[config.mk]
export PLATFORM = sky130hd
export DESIGN_NAME = calc_cu_seq
export DESIGN_NICKNAME = d
export VERILOG_FILES = /design/src/rtl/calc_pkg.sv /design/src/rtl/calc_cu_seq.sv
export SDC_FILE = /design/constraint.sdc
export NUM_CORES = 1
export LEC_CHECK = 0
export CORE_MARGIN = 2
export CORE_UTILIZATION = 39
export DETAILED_ROUTE_END_ITERATION = 7
export HOLD_SLACK_MARGIN = 0.15
export PLACE_DENSITY_LB_ADDON = 0.12
export SYNTH_ARGS = -nofsm -noshare
export SYNTH_HDL_FRONTEND = slang
export SYNTH_SLANG_ARGS = --single-unit
[constraint.sdc]
create_clock -name clk -period 1.45 [get_ports clk]
set_input_delay 0.145 -clock clk [delete_from_list [all_inputs] [get_ports clk]]
set_output_delay 0.145 -clock clk [all_outputs]
set_load 0.02 [all_outputs]
[src/rtl/calc_pkg.sv]
// Shared definitions for the calculator control unit.
//   state_t      : FSM state encoding (3 bits; codes 5-7 are illegal)
//   MUX_*        : register-file write-data mux select codes (s1)
//   OP_*         : ALU opcode constants in the un-inverted encoding
package calc_pkg;

    typedef enum logic [2:0] {
        IDLE   = 3'd0,
        LOAD_A = 3'd1,
        LOAD_B = 3'd2,
        EXEC   = 3'd3,
        DONE   = 3'd4
    } state_t;

    localparam logic [1:0] MUX_IN1 = 2'b11;
    localparam logic [1:0] MUX_IN2 = 2'b10;
    localparam logic [1:0] MUX_ALU = 2'b00;

    localparam logic [1:0] OP_ADD = 2'b00;
    localparam logic [1:0] OP_SUB = 2'b01;
    localparam logic [1:0] OP_AND = 2'b10;
    localparam logic [1:0] OP_OR  = 2'b11;

endpackage

[src/rtl/calc_cu_seq.sv]
// Control unit for the calculator datapath (register file + ALU + muxes).
// On go it loads operand A and operand B into the register file, runs the ALU
// one or more passes (repeat mode), writes the result back and signals done.
//
// Ports
//   clk, rst_n          : clock, asynchronous active-low reset
//   go                  : start request (level), accepted in IDLE, released in DONE
//   abort               : synchronous abort, returns to IDLE from any state
//   op, repeat_en, iters: operation, repeat mode and pass count, latched on accept
//   we, wa              : RF write enable / address
//   rea, reb, raa, rab  : RF read enables / addresses
//   s1                  : RF write-data mux select (MUX_IN1/MUX_IN2/MUX_ALU)
//   s2                  : display mux, 1 = ALU result
//   alu_ctrl            : ALU control (optionally inverted op)
//   busy, done_calc, cs : status and current state
//
// Handshake: go is a level request. It is sampled only in IDLE; once accepted
// the operation always completes (unless aborted), and DONE is held until go
// is seen low, so a held button never auto-restarts a second operation.
module calc_cu_seq
    import calc_pkg::*;
#(
    parameter int ADDR_W  = 2,
    parameter int OP_W    = 2,
    parameter int ITER_W  = 4,
    parameter int A_ADDR  = 1,
    parameter int B_ADDR  = 2,
    parameter int R_ADDR  = 3,
    parameter bit ALU_INV = 1'b1
) (
    input  logic              clk,
    input  logic              rst_n,
    input  logic              go,
    input  logic              abort,
    input  logic [OP_W-1:0]   op,
    input  logic              repeat_en,
    input  logic [ITER_W-1:0] iters,
    output logic              we,
    output logic [ADDR_W-1:0] wa,
    output logic              rea,
    output logic              reb,
    output logic [ADDR_W-1:0] raa,
    output logic [ADDR_W-1:0] rab,
    output logic [1:0]        s1,
    output logic              s2,
    output logic [OP_W-1:0]   alu_ctrl,
    output logic              busy,
    output logic              done_calc,
    output logic [2:0]        cs
);

    localparam logic [ADDR_W-1:0] A_A = ADDR_W'(A_ADDR);
    localparam logic [ADDR_W-1:0] B_A = ADDR_W'(B_ADDR);
    localparam logic [ADDR_W-1:0] R_A = ADDR_W'(R_ADDR);

    state_t              state_q, state_d;
    logic [ITER_W-1:0]   cnt_q, cnt_d;
    // Holds the op already converted to the ALU's encoding; repeat_en is folded
    // into the pass count at acceptance, so it needs no register of its own.
    logic [OP_W-1:0]     alu_q, alu_d;

    logic                we_q, we_d;
    logic [ADDR_W-1:0]   wa_q, wa_d;
    logic                rea_q, rea_d;
    logic                reb_q, reb_d;
    logic [ADDR_W-1:0]   raa_q, raa_d;
    logic [ADDR_W-1:0]   rab_q, rab_d;
    logic [1:0]          s1_q, s1_d;
    logic                s2_q, s2_d;
    logic                busy_q, busy_d;
    logic                done_q, done_d;

    // Next state and latched registers.
    always_comb begin
        state_d = state_q;
        cnt_d   = cnt_q;
        alu_d   = alu_q;
        if (abort) begin
            state_d = IDLE;
        end else begin
            case (state_q)
                IDLE: begin
                    if (go) begin
                        state_d = LOAD_A;
                        alu_d   = ALU_INV ? ~op : op;
                        cnt_d   = (repeat_en && (iters != '0)) ? iters : ITER_W'(1);
                    end
                end
                LOAD_A: state_d = LOAD_B;
                LOAD_B: state_d = EXEC;
                EXEC: begin
                    cnt_d = cnt_q - ITER_W'(1);
                    // <= 1 rather than == 1 so a corrupted zero count cannot
                    // trap the FSM in a long wrap-around loop.
                    if (cnt_q <= ITER_W'(1)) state_d = DONE;
                end
                DONE: begin
                    if (!go) state_d = IDLE;
                end
                default: state_d = IDLE;
            endcase
        end
    end

    // Outputs are decoded from the next state and registered, so each output
    // register holds the Moore value of the state it will be in.
    always_comb begin
        we_d   = 1'b0;
        wa_d   = '0;
        rea_d  = 1'b0;
        reb_d  = 1'b0;
        raa_d  = '0;
        rab_d  = '0;
        s1_d   = MUX_ALU;
        s2_d   = 1'b0;
        busy_d = (state_d != IDLE);
        done_d = (state_d == DONE);
        case (state_d)
            LOAD_A: begin
                we_d = 1'b1;
                wa_d = A_A;
                s1_d = MUX_IN1;
            end
            LOAD_B: begin
                we_d = 1'b1;
                wa_d = B_A;
                s1_d = MUX_IN2;
            end
            EXEC: begin
                rea_d = 1'b1;
                reb_d = 1'b1;
                // First pass reads A; later passes accumulate on the result.
                raa_d = (state_q == LOAD_B) ? A_A : R_A;
                rab_d = B_A;
                we_d  = 1'b1;
                wa_d  = R_A;
                s1_d  = MUX_ALU;
                s2_d  = 1'b1;
            end
            DONE: begin
                rea_d = 1'b1;
                reb_d = 1'b1;
                raa_d = R_A;
                rab_d = B_A;
                s2_d  = 1'b1;
            end
            default: ;
        endcase
    end

    always_ff @(posedge clk or negedge rst_n) begin
        if (!rst_n) begin
            state_q <= IDLE;
            cnt_q   <= '0;
            alu_q   <= '0;
            we_q    <= 1'b0;
            wa_q    <= '0;
            rea_q   <= 1'b0;
            reb_q   <= 1'b0;
            raa_q   <= '0;
            rab_q   <= '0;
            s1_q    <= MUX_ALU;
            s2_q    <= 1'b0;
            busy_q  <= 1'b0;
            done_q  <= 1'b0;
        end else begin
            state_q <= state_d;
            cnt_q   <= cnt_d;
            alu_q   <= alu_d;
            we_q    <= we_d;
            wa_q    <= wa_d;
            rea_q   <= rea_d;
            reb_q   <= reb_d;
            raa_q   <= raa_d;
            rab_q   <= rab_d;
            s1_q    <= s1_d;
            s2_q    <= s2_d;
            busy_q  <= busy_d;
            done_q  <= done_d;
        end
    end

    // abort suppresses the write of the cycle in which it is raised, so an
    // aborted operation never lands a partial value in the register file.
    assign we        = we_q & ~abort;
    assign wa        = wa_q;
    assign rea       = rea_q;
    assign reb       = reb_q;
    assign raa       = raa_q;
    assign rab       = rab_q;
    assign s1        = s1_q;
    assign s2        = s2_q;
    assign alu_ctrl  = alu_q;
    assign busy      = busy_q;
    assign done_calc = done_q;
    assign cs        = state_q;

endmodule
# Word-level counts from Yosys, hierarchy flattened
# Cells that the tools add are included.
# totals
register_bits,21
latch_bits,0
ramBits,0
rom_bits,0
elab_cells,49
memories,0
# classes
n_addsub,1
n_mul,0
div,0
magnitude_cmp,1
eq_ne,9
shift,0
mux,15
bitwise,3
reduce_logical,9
# ops
cell,count
3-bit one-hot mux with 5 select lines,1
3-bit by 2-bit == test with 1-bit output (second input constant),4
3-bit two-way mux,4
4-bit two-way mux,2
2-bit one-hot mux with 2 select lines,2
4-bit one-hot mux with 2 select lines,1
3-bit by 1-bit == test with 1-bit output (second input constant),2
3-bit == test (second input constant),2
2-bit one-hot mux with 3 select lines,1
3-bit AND reduction,2
4-bit by 1-bit less-or-equal comparator with 1-bit output (second input constant),1
2-bit two-way mux,2
4-bit nonzero test,1
4-bit by 1-bit subtractor with 4-bit output (second input constant),1
3-bit zero test,1
3-bit nonzero test,1
3-bit OR reduction,1
1-bit two-way mux,2
2-bit inequality test (second input constant),1
2-bit inverter,1
2-bit nonzero test,1
2-bit OR reduction,1
1-bit bitwise AND,1
1-bit logical AND,1
1-bit inverter,1

# Logic depth before layout (Yosys ltp)
# Gate-level depths: netlist of run 1.
# depth
word_depth,7
ltp_mapped,6
ltp_nobuf,5

# Worst setup path before layout of run 1
# No wires, ideal clock.
# synth_timing
kind,reg-to-reg
from,"register state_q[1], in the netlist cs[1]"
to,register cnt_q[1]
setup_time_ns,0.129
t_arrival_ns,1.481
t_required_ns,1.321
path_slack_ns,-0.160
path_stages_with_launch,6
path_buffers,1
synth_period_minus_slack_ns,1.610
cell_sequence,dfrtp_1 > buf_6 > or3b_1 > a21o_1 > a311oi_1 > a21oi_1
# synth_between
elab_chain_len,3
# synth_rtl
item,line,rtl
from (decl),calc_cu_seq.sv:56,"state_t state_q, state_d;"
from (signal assigned),calc_cu_seq.sv:167,state_q <= state_d;
3-bit by 2-bit == test with 1-bit output or 3-bit zero test (tied branches),calc_cu_seq.sv:81,case (state_q)
2-bit nonzero test (no source line) or 2-bit inequality test (tied branches),n/a,
3-bit AND reduction (no source line),n/a,
to (signal assigned),calc_cu_seq.sv:168,cnt_q <= cnt_d;
to (decl),calc_cu_seq.sv:57,"logic [ITER_W-1:0] cnt_q, cnt_d;"
# Several ways; a longest one is shown, not always the timed one.
# A chain may end at the register's enable or synchronous reset.

# Worst setup path in the final report of run 1
# layout_timing
from,"register state_q[1], in the netlist cs[1]"
to,register cnt_q[0]
# Same word-level chain as after synthesis.

==> out/metrics.cfg, run 1 <==
[route]
wl_per_cell_um = 10.6
drt-initial-drc-count = 4
vias = 723
drt-pass1-iter-count = 4
antenna_left = 0
routed_wirelength_um = 1640
via_per_inst = 4.66
drc = 0

[setup_path]
crit_slowest_cell = dfrtp_2
crit_arrival_ns = 1.60
cp_cell_sequence = or3b_4 > a21o_4 > a21oi_1 > o21ai_0
ff2ff_path_depth = 4
critical_path_class = register to register
crit_family = compound AO/OA/AOI/OAI gates
crit-reg2reg-launch = cs[1]
critical_path_required_ns = 1.63
timing.rr.end = cnt_q[0]
cp_max_fo = 6
crit_path_max_incr_delay_ns = 0.43
startpoint_type = register
end_kind = register
reg2reg_slack_ns = 0.03
path_buf_inv = 0

[layout]
fin_cells = 155
antennaDiodeCount = 0
seqCellArea_um2 = 453
multiInputGateArea_um2 = 339
postLayoutCellArea_mm2 = 0.00126
area_growth_pct = 48.4
layout-drive-gt1-share = 0.188
fillers = 177
final_util = 0.631
fin_nets = 142

[power]
power.density_mw_per_mm2 = 1090
irDropWorstVdd_v = 0.000590
p_leak_nw = 0.609
power_mw = 1.37

[hold_path]
hold_class = input port to async pin

[synthesis]
syn_area_per_cell_um2 = 9.45
synth_fp_nets = 103
synth_xor_area_frac = 0
synth_cell_types = 27
synth_warnings = 0
ys_seq_elements = 18
syn_inst = 90
async_reset_ff_frac = 1.00
synthTopCellsByArea = dfrtp_1 53%, o21ai_0 5.9%, nor2_1 5.3%
synth.area.mux_share = 0
synth_edf_count = 0
synth_top_family_by_area = simple AND/OR/NAND/NOR gates
post-synth-top-count-cell = dfrtp_1
yosysSeqAreaShare = 0.529
synth-simple-area-share = 0.209
yosys.area.top_type = dfrtp_1
synthAdderAreaFrac = 0.0294
syn_area_um2 = 851
synth_compound_area_frac = 0.137
synth-main-ff-cell = dfrtp_1
synthTopCellsByCount = 18 x dfrtp_1, 12 x nor2_1, 10 x o21ai_0
yosysTopAreaCellShare = 0.529

[timing]
setup-violations-final = 0
fin_skew_ns = 0.000941
fmax_mhz = 702
finalMaxSlewViolations = 0
holdWs_ns = 0.180
rsz0062_at_grt = true
min_period_over_period = 0.982
hold_viol_final = 0
setup_ws_ns = 0.0264
min_period_ns = 1.42
setup_tns_ns = 0

[floorplan]
rows = 16
start_util = 0.425
design.die.area_mm2 = 0.00257
core_mm2 = 0.00200
die_h_um = 50.7
io_pins = 30
die_w_um = 50.7

[clock_tree]
cts_buffer_depth = 2
cts_buffers = 3
cts_sinks = 18
cts_tree = yes
cts.htree.levels = 1
clk_latency_ns = 0.29
postCtsHoldBufs = 0
root_buffer = clkbuf_4
clk_pin_slew_ns = 0.10

[place]
dp_slack_ns = -0.209
place_inst = 149
place.gp.congestion = 0.769
place_area_mm2 = 0.00120
dp_hpwl_um = 1270
portBuffers = 28

[global_route]
grt_pass1_vias = 688
grt_pass1_wl_um = 2930
track_usage = 0.150
antenna_found_initial = 0
grt_max_degree = 19
grt-ovfl-total = 0

[run]
maxCapViolations = 0

[status]
status = complete, no violations

timing repair:
item                                    CTS  global route
hold endpoints to repair                  0             0
buffers inserted                          0             2
gates resized for setup                   8             9
pin swaps                                 0             1
endpoints found under the setup margin    8             7
layout make-up:
class,instances,area share
Clock buffer,4,0.0287
Timing Repair Buffer,43,0.305
Multi-Input combinational cell,59,0.269
Sequential cell,18,0.359
Tap cell,27,0.0268
Inverter,4,0.0119
worst max path at each step:
| stage | endpoint | cells past startpoint | from | slack [ns] |
|---|---|---|---|---|
| 6_report | cnt_q[0] | 4 | cs[1] | 0.03 |
| 2_1_floorplan | cnt_q[1] | 5 | cs[1] | -0.07 |
| 5_1_grt | cnt_q[1] | 4 | cs[1] | -0.04 |
| 3_5_place_dp | cnt_q[1] | 5 | go | -0.21 |
| 4_1_cts | cs[0] | 1 | cs[0] | 0.01 |
| 3_3_place_gp | cnt_q[1] | 5 | go | -0.17 |
sequential cells by signal, indices dropped and copies added (netlist names):
| signal | cells |
|---|---|
| busy | 1 |
| cs | 3 |
| we_q | 1 |
| rab | 1 |
| done_calc | 1 |
| cnt_q | 4 |
| raa | 1 |
| s1 | 2 |
| wa | 2 |
| alu_ctrl | 2 |
worst reg2reg max path: cells and delay by family, from the launching register on:
kind	cells	cell delay (ns)
compound gates	3	0.49
flops	1	0.43
simple gates	1	0.40
routing by layer:
| layer | track usage | part of all wire | vias to the layer above | wire length (um) |
|---|---|---|---|---|
| met2 | 0.261 | 0.51 | 22 | 833 |
| met5 | 0 | 0 | - | 0 |
| met4 | 0.0541 | 0.0079 | 0 | 13 |
| met3 | 0.0357 | 0.051 | 2 | 83 |
| met1 | 0.180 | 0.43 | 323 | 708 |
| li1 | - | - | 376 | - |
cells by family after synthesis:
logic type | count (synthesis)
adder cells (fa/ha/maj) | 2
other | 1
buffers and inverters | 13
AND/OR/NAND/NOR | 35
flip-flops | 18
AO/OA/AOI/OAI | 21
power by group:
group | leakage [nW] | internal, mW | switching, mW
combinational | 0.358 | 0.228 | 0.228
sequential | 0.230 | 0.573 | 0.0430
clock | 0.0210 | 0.153 | 0.148
layout by cell type, fill, tap and decap left out, types with 2 or more instances in the layout:
cell type / n
a21oi_1: 6
nor3b_1: 2
dlygate4sd2_1: 8
buf_4: 15
inv_1: 4
dfrtp_1: 16
o21ai_0: 5
clkbuf_4: 3
ha_1: 2
o21ai_1: 5
dfrtp_2: 2
nand2b_1: 2
a31oi_1: 2
nand2_1: 5
nor3_1: 7
clkdlybuf4s50_1: 19
nor2_1: 12
No activity file was read; power rests on OpenSTA's default activity.
==> run 2: changes to the inputs <==
--- a/config.mk
+++ b/config.mk
@@ -10,6 +10,7 @@
 export DETAILED_ROUTE_END_ITERATION = 7
 export HOLD_SLACK_MARGIN = 0.15
 export PLACE_DENSITY_LB_ADDON = 0.12
+export SETUP_SLACK_MARGIN = 0.2
 export SYNTH_ARGS = -nofsm -noshare
 export SYNTH_HDL_FRONTEND = slang
 export SYNTH_SLANG_ARGS = --single-unit
==> out/metrics.cfg, run 2 (same netlist as run 1, synthesis figures left out) <==
[timing]
fmax_mhz = 700
setup_ws_ns = 0.0224
rsz0062_at_grt = true
min_period_over_period = 0.985
setup_tns_ns = 0
finalMaxSlewViolations = 0
min_period_ns = 1.43
fin_skew_ns = 0.00804
setup-violations-final = 0
hold_viol_final = 0

[setup_path]
critical_path_required_ns = 1.62
critical_path_class = register to register
crit_arrival_ns = 1.60
end_kind = register
cp_max_fo = 6
startpoint_type = register

[layout]
final_util = 0.651
fin_nets = 143
area_growth_pct = 53.1
antennaDiodeCount = 0
final_cell_mix = 15 x dfrtp_1, 15 x dlygate4sd2_1, 14 x buf_4
layout-drive-gt1-share = 0.326
largest_register = cnt_q
largest_reg_flops = 4

[floorplan]
io_pins = 30
core_mm2 = 0.00200
die_w_um = 50.7
start_util = 0.425
die_h_um = 50.7
rows = 16
design.die.area_mm2 = 0.00257

[route]
drt-pass1-iter-count = 4
wl_per_cell_um = 11.7
routed_wirelength_um = 1830
drc = 0
antenna_left = 0
drt-initial-drc-count = 6
via_per_inst = 4.79
vias = 747

[clock_tree]
postCtsHoldBufs = 0
clk_pin_slew_ns = 0.10
cts_sinks = 18
clk_latency_ns = 0.29
root_buffer = clkbuf_4
cts_tree = yes
cts_buffers = 3
cts_buffer_depth = 2
cts.htree.levels = 1

[global_route]
grt_pass1_vias = 703
grt_pass1_wl_um = 3020
track_usage = 0.155
grt-ovfl-total = 0
antenna_found_initial = 0
grt_max_degree = 19

[run]
maxCapViolations = 0

[place]
dp_hpwl_um = 1320
place.gp.congestion = 0.755
portBuffers = 28
dp_slack_ns = -0.185

[power]
p_leak_nw = 0.632
power.density_mw_per_mm2 = 1060
power_mw = 1.38
irDropWorstVdd_v = 0.000653

[hold_path]
hold_class = input port to async pin

[status]
status = complete, no violations

[run 2: final timing paths]
path	startpoint	endpoint	slack, ns	cells past startpoint
hold reg to reg	alu_ctrl[0]	alu_ctrl[0]	0.48	2
hold / removal	rst_n	wa[1]	0.16	2
setup / recovery	cs[1]	cnt_q[1]	0.02	4
max in group asynchronous	rst_n	cs[0]	1.08	2
min in group clk	op[0]	alu_ctrl[0]	0.42	2
setup reg to reg	cs[1]	cnt_q[1]	0.02	4
[run 2: layout make-up]
| cell class | count | area (um^2) |
|---|---|---|
| Fill cell | 176 | 699 |
| Sequential cell | 18 | 454 |
| Multi-Input combinational cell | 59 | 399 |
| Timing Repair Buffer | 44 | 374 |
| Tap cell | 27 | 33.8 |
| Clock buffer | 4 | 26.3 |
| Inverter | 4 | 15.0 |
[run 2: where the power goes]
group	leakage, nW	total [mW]	internal [mW]	switching (mW)
registers	0.229	0.618	0.572	0.0454
logic	0.388	0.508	0.241	0.267
clock network	0.0150	0.257	0.107	0.150
[run 2: metal layers]
| layer | global-route usage | vias to the layer above | wire [um] |
|---|---|---|---|
| met3 | 0.0357 | 4 | 109 |
| met4 | 0.0541 | 0 | 25 |
| met1 | 0.190 | 338 | 801 |
| met5 | 0 | - | 0 |
| li1 | - | 380 | - |
| met2 | 0.268 | 25 | 888 |
[run 2: metrics by stage]
stage               std cells  hold WS (ns)  area [um^2]
floorplan                  90        -0.151          855
global placement          148         0.461         1200
detailed placement        148         0.470         1200
CTS                       154         0.166         1230
global route              156         0.191         1300
finish                    156         0.163         1300
[run 2: worst max-delay path, cell delays in order, from the launching register on]
cell and delay, ns:
dfrtp_2 0.43, or3b_4 0.38, a21o_4 0.25, a311oi_2 0.19, a21oi_1 0.07
[run 2: repair_timing]
action / CTS / global route
resized for setup: 29 / 21
endpoints found under the setup margin: 31 / 18
pin swaps: 2 / 6
setup buffers: 2 / 2
==> run 3: changes to the inputs <==
--- a/config.mk
+++ b/config.mk
@@ -7,6 +7,7 @@
 export LEC_CHECK = 0
 export CORE_MARGIN = 2
 export CORE_UTILIZATION = 39
+export CTS_CLUSTER_DIAMETER = 200
 export DETAILED_ROUTE_END_ITERATION = 7
 export HOLD_SLACK_MARGIN = 0.15
 export PLACE_DENSITY_LB_ADDON = 0.12
==> results of run 3 <==
The final DEF is identical to that of run 2; final timing and power are the same.
